File: src/rtl/flash2ram_loader.sv
// Boot-time copier: assembles 32-bit words from pairs of 16-bit flash reads
// (low halfword first) and writes them to RAM, holding busy until the image is loaded.
module flash2ram_loader #(
  parameter int FLASH_AW   = 22,
  parameter int RAM_AW     = 20,
  parameter int FLASH_BASE = 0,
  parameter int RAM_BASE   = 0,
  parameter int LOAD_WORDS = 1024
) (
  input  logic                clk,
  input  logic                rst,
  input  logic                start,
  output logic [FLASH_AW-1:0] fl_addr,
  output logic                fl_rd_en,
  input  logic [15:0]         fl_data,
  input  logic                fl_rd_done,
  output logic [RAM_AW-1:0]   ram_addr,
  output logic [31:0]         ram_wdata,
  output logic                ram_we,
  input  logic                ram_ack,
  output logic                busy,
  output logic                done,
  output logic [RAM_AW:0]     word_cnt
);

  localparam logic [2:0] IDLE   = 3'd0;
  localparam logic [2:0] RD_LO  = 3'd1;
  localparam logic [2:0] GAP_LO = 3'd2;
  localparam logic [2:0] RD_HI  = 3'd3;
  localparam logic [2:0] GAP_HI = 3'd4;
  localparam logic [2:0] WR     = 3'd5;
  localparam logic [2:0] DONE   = 3'd6;

  localparam logic [RAM_AW:0]     LAST_CNT = (RAM_AW+1)'(LOAD_WORDS);
  localparam logic [FLASH_AW-1:0] FL_BASE  = FLASH_AW'(FLASH_BASE);
  localparam logic [RAM_AW-1:0]   RM_BASE  = RAM_AW'(RAM_BASE);

  logic [2:0]          state_q, state_d;
  logic [RAM_AW:0]     word_cnt_q, word_cnt_d;
  logic [15:0]         lo_q, lo_d;
  logic [15:0]         hi_q, hi_d;
  logic                busy_q, busy_d;
  logic                done_q, done_d;
  logic                fl_rd_en_q, fl_rd_en_d;
  logic [FLASH_AW-1:0] fl_addr_q, fl_addr_d;
  logic                ram_we_q, ram_we_d;
  logic [RAM_AW-1:0]   ram_addr_q, ram_addr_d;
  logic [31:0]         ram_wdata_q, ram_wdata_d;
  logic [FLASH_AW-1:0] fl_off;

  always_comb begin
    state_d    = state_q;
    word_cnt_d = word_cnt_q;
    lo_d       = lo_q;
    hi_d       = hi_q;
    busy_d     = busy_q;
    done_d     = done_q;
    case (state_q)
      IDLE, DONE: begin
        if (start) begin
          state_d    = RD_LO;
          word_cnt_d = '0;
          busy_d     = 1'b1;
          done_d     = 1'b0;
        end
      end
      RD_LO: begin
        if (fl_rd_done) begin
          lo_d    = fl_data;
          state_d = GAP_LO;
        end
      end
      GAP_LO: state_d = RD_HI;
      RD_HI: begin
        if (fl_rd_done) begin
          hi_d    = fl_data;
          state_d = GAP_HI;
        end
      end
      GAP_HI: state_d = WR;
      WR: begin
        if (ram_ack) begin
          word_cnt_d = word_cnt_q + 1'b1;
          if (word_cnt_d == LAST_CNT) begin
            state_d = DONE;
            busy_d  = 1'b0;
            done_d  = 1'b1;
          end else begin
            state_d = RD_LO;
          end
        end
      end
      default: state_d = IDLE;
    endcase
  end

  // Request outputs are registered copies of what the next state wants, so they
  // change on the same edge as the state and hold steady while a handshake waits.
  always_comb begin
    fl_rd_en_d  = (state_d == RD_LO) || (state_d == RD_HI);
    ram_we_d    = (state_d == WR);
    fl_off      = FLASH_AW'({word_cnt_d, state_d == RD_HI});
    fl_addr_d   = fl_rd_en_d ? (FL_BASE + fl_off) : fl_addr_q;
    ram_addr_d  = ram_we_d ? (RM_BASE + word_cnt_d[RAM_AW-1:0]) : ram_addr_q;
    ram_wdata_d = ram_we_d ? {hi_d, lo_d} : ram_wdata_q;
  end

  always_ff @(posedge clk or negedge rst) begin
    if (!rst) begin
      state_q     <= IDLE;
      word_cnt_q  <= '0;
      lo_q        <= '0;
      hi_q        <= '0;
      busy_q      <= 1'b0;
      done_q      <= 1'b0;
      fl_rd_en_q  <= 1'b0;
      fl_addr_q   <= '0;
      ram_we_q    <= 1'b0;
      ram_addr_q  <= '0;
      ram_wdata_q <= '0;
    end else begin
      state_q     <= state_d;
      word_cnt_q  <= word_cnt_d;
      lo_q        <= lo_d;
      hi_q        <= hi_d;
      busy_q      <= busy_d;
      done_q      <= done_d;
      fl_rd_en_q  <= fl_rd_en_d;
      fl_addr_q   <= fl_addr_d;
      ram_we_q    <= ram_we_d;
      ram_addr_q  <= ram_addr_d;
      ram_wdata_q <= ram_wdata_d;
    end
  end

  assign fl_addr   = fl_addr_q;
  assign fl_rd_en  = fl_rd_en_q;
  assign ram_addr  = ram_addr_q;
  assign ram_wdata = ram_wdata_q;
  assign ram_we    = ram_we_q;
  assign busy      = busy_q;
  assign done      = done_q;
  assign word_cnt  = word_cnt_q;

endmodule

File: config.mk
export PLATFORM = sky130hd
export DESIGN_NAME = flash2ram_loader
export DESIGN_NICKNAME = d
export VERILOG_FILES = /design/src/rtl/flash2ram_loader.sv
export SDC_FILE = /design/constraint.sdc
export NUM_CORES = 1
export LEC_CHECK = 0
export BUFFER_PORTS_ARGS = -buffer_cell sky130_fd_sc_hd__buf_2
export CAP_MARGIN = 20
export CORE_ASPECT_RATIO = 1.2
export CORE_MARGIN = 4
export CORE_UTILIZATION = 30
export CTS_BUF_LIST = sky130_fd_sc_hd__clkbuf_4 sky130_fd_sc_hd__clkbuf_8 sky130_fd_sc_hd__clkbuf_16
export DETAILED_ROUTE_END_ITERATION = 6
export PLACE_DENSITY = 0.51
export SYNTH_ARGS = -nofsm -noshare
export SYNTH_HDL_FRONTEND = slang
export SYNTH_SLANG_ARGS = --single-unit
File: constraint.sdc
create_clock -name clk -period 6.54 [get_ports clk]
set_clock_uncertainty 0.1 [all_clocks]
set_input_delay 1.962 -clock clk [delete_from_list [all_inputs] [get_ports clk]]
set_output_delay 1.962 -clock clk [all_outputs]
set_load 0.02 [all_outputs]
---- Word-level counts from Yosys, hierarchy flattened ----
Cells that the tools add are included.
operators by class
  add/sub/neg operators ................... 1
  equality and inequality tests ........... 13
  muxes and demuxes ....................... 21
  reductions and logical operators ........ 5
operator list
  operator                 count
  $mux W16                 4
  $mux W21                 2
  $pmux W21 S2             1
  $add A21 B1 Y21 const B  1
  $eq A21 B11 Y1 const B   1
  $pmux W3 S6              1
  $mux W3                  5
  $eq A3 B3 Y1 const B     4
  $eq A3 B2 Y1 const B     3
  $eq A3 B1 Y1 const B     2
  $mux W1                  6
  $ne A2 B2 Y1 const B     3
  $pmux W1 S2              2
  $reduce_and A4 Y1        1
  $logic_not A3 Y1         1
  $reduce_bool A2 Y1       1
  $reduce_or A2 Y1         1
  $logic_or A1 B1 Y1       1
storage, ports and cells
  register bits after elaboration ......... 134
  bits of input ports ..................... 21
  output and inout port bits .............. 99
  word-level logic and storage cells ...... 51

---- Logic depth before layout (Yosys ltp) ----
Gate-level depths: netlist of the first run.
  depth after elaboration ................. 7
  depth in mapped cells ................... 10
  depth with buffers taken out ............ 8

---- Worst setup path before layout of the first run ----
Ideal clock, no wire load.
  path type ............................... input to register
  start point ............................. input fl_rd_done
  end point ............................... register ram_wdata_q[10], in the netlist ram_wdata[10]
  library setup time ...................... 0.125 ns
  data arrival time ....................... 3.605 ns
  data required time ...................... 6.315 ns
  slack ................................... 2.711 ns
  stages on the path ...................... 5
  buffers on the path ..................... 1
  cells stage by stage .................... nand2_1 nor3_1 clkbuf_1 mux2_2 mux2_2
between the ends
  elaborated cells between the ends (all ways) .. 6
  classes of those cells .................. eq/ne (1); mux (5)
RTL lines
  item                  line  source
  start, declared       16    input logic fl_rd_done,
  $mux W16              68    if (fl_rd_done) begin
  $mux W16              58    case (state_q)
  named net lo_d[10]    40    logic [15:0] lo_q, lo_d;
  end signal, assigned  132   ram_wdata_q <= ram_wdata_d;
  end, declared         48    logic [31:0] ram_wdata_q, ram_wdata_d;
The timed path passes the listed nets, and every way through them passes these cells.
A chain may end at the register's enable or synchronous reset.

---- Worst setup path in the final report of the first run ----
  start point ............................. input ram_ack
  end point ............................... register ram_addr_q[12], in the netlist ram_addr[12]
between the ends
  word-level cells in the longest chain between the ends .. 3
  elaborated cells between the ends (all ways) .. 5
  classes of those cells .................. eq/ne (1); mux (4)
RTL lines
  item                  line  source
  start, declared       20    input logic ram_ack,
  $mux W3               82    if (ram_ack) begin
  $pmux W3 S6           58
  $eq A3 B3 Y1          101   ram_we_d = (state_d == WR);
  end signal, assigned  131   ram_addr_q <= ram_addr_d;
  end, declared         47    logic [RAM_AW-1:0] ram_addr_q, ram_addr_d;
Parallel ways exist; a longest one is shown, timed or not.

==> run_results.csv, run 1 <==
group,metric,value,unit
floorplan,chipWidth,135,µm
floorplan,core,18900,µm²
setup_path,rr_endpoint,"fl_addr[6]",
setup_path,critPathLaunch,"ram_ack",
synthesis,post_synth.cell_area_avg,12.6,µm²
power_and_ir_drop,p_per_area,456,nW/µm²
placed_design,dp_hpwl,10.2,mm
global_route,overflow,0,
placed_design,io_buffers,119,
floorplan,design.portCount,120,
finish,layout.nets,598,
drt,dr.pass1.iters,4,
floorplan,row_count,55,
synthesis,netlist_instances,463,
sta,hold_violations,0,
job,cap_violations,0,
clock_tree,post_cts_resized,0,
drt,finalWirelength,14.6,mm
setup_path,criticalPathCategory,"in2reg",
clock_tree,post-cts-setup-buffers,0,
status,status,"completed",
clock_tree,htree_num_levels,4,
finish,fillers,1889,
synthesis,synthTopCellsByArea,"dfrtp_1, mux2_2, mux2_4",
drt,avgViaCountPerCell,4.93,
sta,slew_headroom,31.9,%
setup_path,reg2reg_from,"word_cnt[0]",
setup_path,crit_fanout,34,
setup_path,reg2reg_depth,9,
global_route,antenna_found_initial,3,
power_and_ir_drop,switching_share,33.5,%
power_and_ir_drop,switching_power,1.12,mW
clock_tree,clock_latency,0.41,ns
setup_path,r2r_slack,2.70,ns
synthesis,synth_seq_cells,134,
finish,final_area,7310,µm²
power_and_ir_drop,internal-power,2.21,mW
setup_path,worst_setup_path_end_kind,"flip-flop",
power_and_ir_drop,ir_drop,252,µV
sta,tightestPinTransition,1.02,ns
sta,fmax,251,MHz
clock_tree,ctsRootBufferMaster,"clkbuf_16",
synthesis,syn_nets,485,
synthesis,yosys_warnings,0,
synthesis,netlist_area,5810,µm²
drt,drc,0,
min_path,holdPathEnd,"busy",
synthesis,seq_area_frac_synth,57.7,%
synthesis,synthArstFlopShare,100,%
power_and_ir_drop,leakage,3.45,nW
synthesis,synth.distinct_cells,54,
power_and_ir_drop,clock_power_share,30.1,%
placed_design,gp_congestion,0.812,
floorplan,die_y,161,µm
drt,drtIter0Drc,231,
sta,setup_tns,0,ns
global_route,grt_max_degree,90,
setup_path,cp.arrival,4.17,ns
sta,rsz0062_at_grt,"no",
sta,finalSetupViolations,0,
clock_tree,cts_max_path_buffers,2,
synthesis,synth.top_cell.area_share,57.7,%
sta,fin_ws,2.56,ns
clock_tree,cts.sinks,134,
finish,final_common_cell,"dfrtp_1",
setup_path,cp.required,6.74,ns
min_path,hold_start,"busy",
synthesis,synth_edf_count,0,
global_route,grt_use_total,14.1,%
clock_tree,cts_hold_buf,0,
clock_tree,cts_tree,"done",
finish,drive_above_1_share,43.6,%
drt,vias,4167,
global_route,grt_pass1_vias,4427,
sta,slew_viol_final,0,
clock_tree,numCtsBuffers,17,
min_path,hp-class,"reg2reg",
sta,hold_slack,0.376,ns
finish,mostFrequentLayoutCells,"dfrtp_1, buf_2, mux2_2",
floorplan,start_util,30.7,%
sta,fin_crit,3.98,ns
clock_tree,clkSlewWorstSetupHoldPaths,0.06,ns
synthesis,synth_flop_cell,"dfrtp_1",
placed_design,placed_cell_area,6650,µm²
placed_design,pre_cts_ws,2.08,ns
power_and_ir_drop,combPwrFrac,32.4,%
power_and_ir_drop,p_total,3.33,mW
global_route,grt_pass1_wl,24.2,mm
synthesis,synth_top_cell_by_area,"dfrtp_1",
drt,wl_per_cell,17.3,µm
floorplan,die_area,21700,µm²
sta,period_share,60.8,%
power_and_ir_drop,p_seq_share,37.5,%
min_path,whs_path_depth,1,
setup_path,crit_path_start_kind,"primary input",
drt,ant_nets,0,
finish,syn_to_final_growth,25.7,%
## per-stage QoR
step / instances / utilization [%]
final: 846 / 38.6
after CTS: 844 / 38.4
after global placement: 812 / 35.1
after floorplan: 463 / -
after detailed placement: 812 / 35.1
after global routing: 845 / 38.6
## cells in the mapped netlist (8+ instances only)
library cell and n:
a21oi_1 11, a31oi_1 20, clkbuf_1 21, dfrtp_1 134
mux2_2 72, mux2_4 18, nand2_1 22, nand3_1 12
nand4_1 9, nor2_1 31, o21ai_0 25, o31ai_1 8
## power by group through the flow
stage	clock, mW	combinational (mW)	sequential [mW]
finish	1.00	1.08	1.25
global route	1.06	1.19	1.29
CTS	1.03	1.08	1.25
detailed placement	0	1.08	1.26
global placement	0	1.06	1.26
floorplan	0	0.554	1.44
## cell type report
type | count | area, µm² | area share, %
clock inverters | 10 | 146 | 2.00
diodes | 1 | 2.50 | 0.0343
clock buffers | 22 | 482 | 6.59
repair buffers | 125 | 667 | 9.13
flip-flops and latches | 134 | 3350 | 45.9
well taps | 256 | 320 | 4.38
inverters | 6 | 22.5 | 0.308
multi-input cells | 292 | 2310 | 31.6
## critical path, stage by stage
cell,delay (ns)
buf_2,0.13
nand2_1,0.46
and2_2,0.79
buf_4,0.42
mux2_2,0.37
## cells by family (layout without fill, tap and decap cells)
family | count (synthesis) | after routing | synth area share [%]
flops | 134 | 134 | 57.7
mux | 91 | 91 | 18.8
buf+inv | 37 | 163 | 2.80
other cells | 0 | 1 | 0
simple gates | 108 | 108 | 9.77
fa+ha+maj | 1 | 1 | 0.215
compound gates | 90 | 90 | 10.5
xor+xnor | 2 | 2 | 0.301
## sequential cells by signal, summed over array words and instances, names as in the netlist
| signal | cells |
|---|---|
| fl_rd_en | 1 |
| state_q | 3 |
| ram_wdata | 32 |
| lo_q | 16 |
| word_cnt | 21 |
| fl_addr | 22 |
| hi_q | 16 |
| done | 1 |
| busy | 1 |
| ram_addr | 20 |
| ram_we | 1 |
## routing by layer
layer  share of wire, %  track usage (%)  vias to the layer above
li1                   -                -                     1936
met1                 42             17.5                     2068
met2                 49             23.2                      141
met3                7.6             5.23                       18
met4                1.0             3.57                        4
met5               0.18                0                        -
## worst max-delay path by stage
stage                         end  depth (start not counted)  slack (ns)
finish               ram_addr[12]                          5        2.56
floorplan           ram_wdata[10]                          5        2.71
CTS                  ram_addr[12]                          5        2.54
global route         ram_addr[12]                          5        2.39
detailed placement   ram_addr[12]                          5        2.08
global placement     ram_addr[14]                          5        2.14
Power figures use the tool's default switching activity.
==> inputs of run 2 (changes only) <==
Settings changed: PLACE_DENSITY 0.51 to 0.53.
Clock period 6.54 ns to 3.2 ns, I/O delays scaled along.
==> run_results.csv, run 2 (same netlist as run 1, synthesis figures left out) <==
group,metric,value,unit
status,status,"completed",
clock_tree,htree_num_levels,4,
setup_path,criticalPathCategory,"reg2reg",
floorplan,core,18900,µm²
power_and_ir_drop,p_total,6.86,mW
drt,vias,4236,
min_path,whs_path_depth,1,
global_route,antenna_found_initial,2,
sta,hold_violations,0,
drt,wl_per_cell,17.4,µm
clock_tree,clock_latency,0.42,ns
global_route,overflow,0,
clock_tree,cts_tree,"done",
sta,period_share,95.5,%
global_route,grt_use_total,14.5,%
sta,fin_crit,3.06,ns
setup_path,critPathLaunch,"word_cnt[0]",
setup_path,r2r_slack,0.14,ns
power_and_ir_drop,switching_power,2.30,mW
drt,dr.pass1.iters,4,
setup_path,rr_endpoint,"fl_addr[18]",
finish,final_cells,864,
finish,largest_reg_flops,32,
clock_tree,ctsRootBufferMaster,"clkbuf_16",
setup_path,crit_buf_inv,1,
power_and_ir_drop,clock_power_share,30.6,%
power_and_ir_drop,internal-power,4.56,mW
sta,slew_headroom,52.0,%
setup_path,path_cells,"ha_1, nand3_4, nor4_4, buf_4, a2111o_1, a211o_1, a2111oi_4, a21oi_4, mux2_4",
setup_path,crit_path_start_kind,"flip-flop",
drt,ant_nets,0,
floorplan,die_area,21700,µm²
min_path,hold_start,"busy",
power_and_ir_drop,p_seq_share,36.9,%
sta,hold_slack,0.378,ns
clock_tree,clkSlewWorstSetupHoldPaths,0.06,ns
power_and_ir_drop,combPwrFrac,32.5,%
setup_path,worst_setup_path_end_kind,"flip-flop",
setup_path,reg2reg_from,"word_cnt[0]",
setup_path,cp_top_family,"compound AO/OA/AOI/OAI gates",
global_route,grt_max_degree,65,
finish,fillers,1832,
setup_path,cp.arrival,3.25,ns
job,cap_violations,0,
drt,avgViaCountPerCell,4.90,
clock_tree,numCtsBuffers,17,
finish,syn_to_final_growth,28.4,%
drt,drc,0,
power_and_ir_drop,ir_drop,510,µV
floorplan,design.portCount,120,
setup_path,cp.required,3.39,ns
setup_path,reg2reg_depth,9,
sta,finalSetupViolations,0,
drt,finalWirelength,15.0,mm
finish,multi_input_area,2340,µm²
drt,drtIter0Drc,301,
power_and_ir_drop,leakage,3.55,nW
placed_design,dp.cells,829,
finish,layout.nets,617,
clock_tree,cts.sinks,134,
floorplan,die_y,161,µm
global_route,grt_pass1_wl,24.8,mm
sta,tightestPinTransition,0.710,ns
placed_design,gp_congestion,0.885,
sta,slew_viol_final,0,
setup_path,cpPeakStageDelay,0.55,ns
finish,drive_above_1_share,45.7,%
sta,fmax,327,MHz
floorplan,row_count,55,
finish,antenna_cells,0,
power_and_ir_drop,switching_share,33.5,%
min_path,hp-class,"reg2reg",
clock_tree,cts_hold_buf,0,
setup_path,critPathSlowestCell,"a2111oi_4",
global_route,grt_pass1_vias,4472,
min_path,holdPathEnd,"busy",
placed_design,dp_hpwl,10.5,mm
power_and_ir_drop,p_per_area,919,nW/µm²
finish,seq_area,3350,µm²
clock_tree,cts_max_path_buffers,2,
setup_path,crit_fanout,12,
finish,mostFrequentLayoutCells,"dfrtp_1, buf_2, mux2_2",
placed_design,io_buffers,119,
floorplan,start_util,30.7,%
finish,final_common_cell,"dfrtp_1",
floorplan,chipWidth,135,µm
## run 2: power groups by stage
stage | clock network, mW | registers, mW | logic [mW]
after floorplan | 0 | 2.93 | 1.13
after global placement | 0 | 2.54 | 2.21
after detailed placement | 0 | 2.56 | 2.25
after CTS | 2.15 | 2.54 | 2.28
after global routing | 2.23 | 2.61 | 2.45
final | 2.10 | 2.53 | 2.23
## run 2: stage by stage
step	instance area (µm²)	setup TNS [ns]	utilization [%]	setup WS (ns)
detailed placement	6790	-0.161	35.9	-0.0592
CTS	7440	0	39.3	0.0204
global placement	6790	0	35.9	0.00473
global route	7460	-0.00628	39.4	-0.00521
floorplan	5810	0	-	0.221
finish	7460	0	39.4	0.143
## run 2: what timing repair did
action	CTS	global route
gates resized for setup	1	2
pin swaps	1	1
endpoints found under the setup margin	8	23
buffers inserted	0	2
cloned	1	0
endpoints found under the hold margin	0	0
## run 2: how the worst max path moves through the flow
stage / to / slack (ns) / depth (start not counted)
2_1_floorplan: fl_addr[10] / 0.22 / 9
3_3_place_gp: fl_addr[2] / 0.005 / 8
3_5_place_dp: fl_addr[2] / -0.06 / 8
4_1_cts: fl_addr[18] / 0.02 / 8
5_1_grt: fl_addr[15] / -0.005 / 9
6_report: fl_addr[18] / 0.14 / 9
## run 2: layout make-up
cell class | instances | area share, %
multi-input combinational | 293 | 31.3
tap | 256 | 4.29
clock buffer | 20 | 6.17
inverter | 6 | 0.302
sequential | 134 | 44.9
clock inverter | 12 | 2.36
timing repair buffer | 143 | 10.6
## run 2: routing by layer
metal / vias to the layer above / track usage, % / part of all wire [%] / wire length [µm]
met5: - / 0 / 0.18 / 27
met4: 4 / 4.86 / 1.3 / 189
met3: 18 / 5.76 / 8.7 / 1310
met2: 142 / 23.1 / 49 / 7340
met1: 2106 / 18.1 / 41 / 6130
li1: 1966 / - / - / -
## run 2: worst register-to-register path, delay by kind of cell, from the launching register on
family / cells / cell delay [ns]
AOI/OAI and AO/OA: 4 / 1.47
adders and majority gates: 1 / 0.24
buffers and inverters: 1 / 0.15
DFF: 1 / 0.38
muxes: 1 / 0.36
and+or+nand+nor: 2 / 0.23
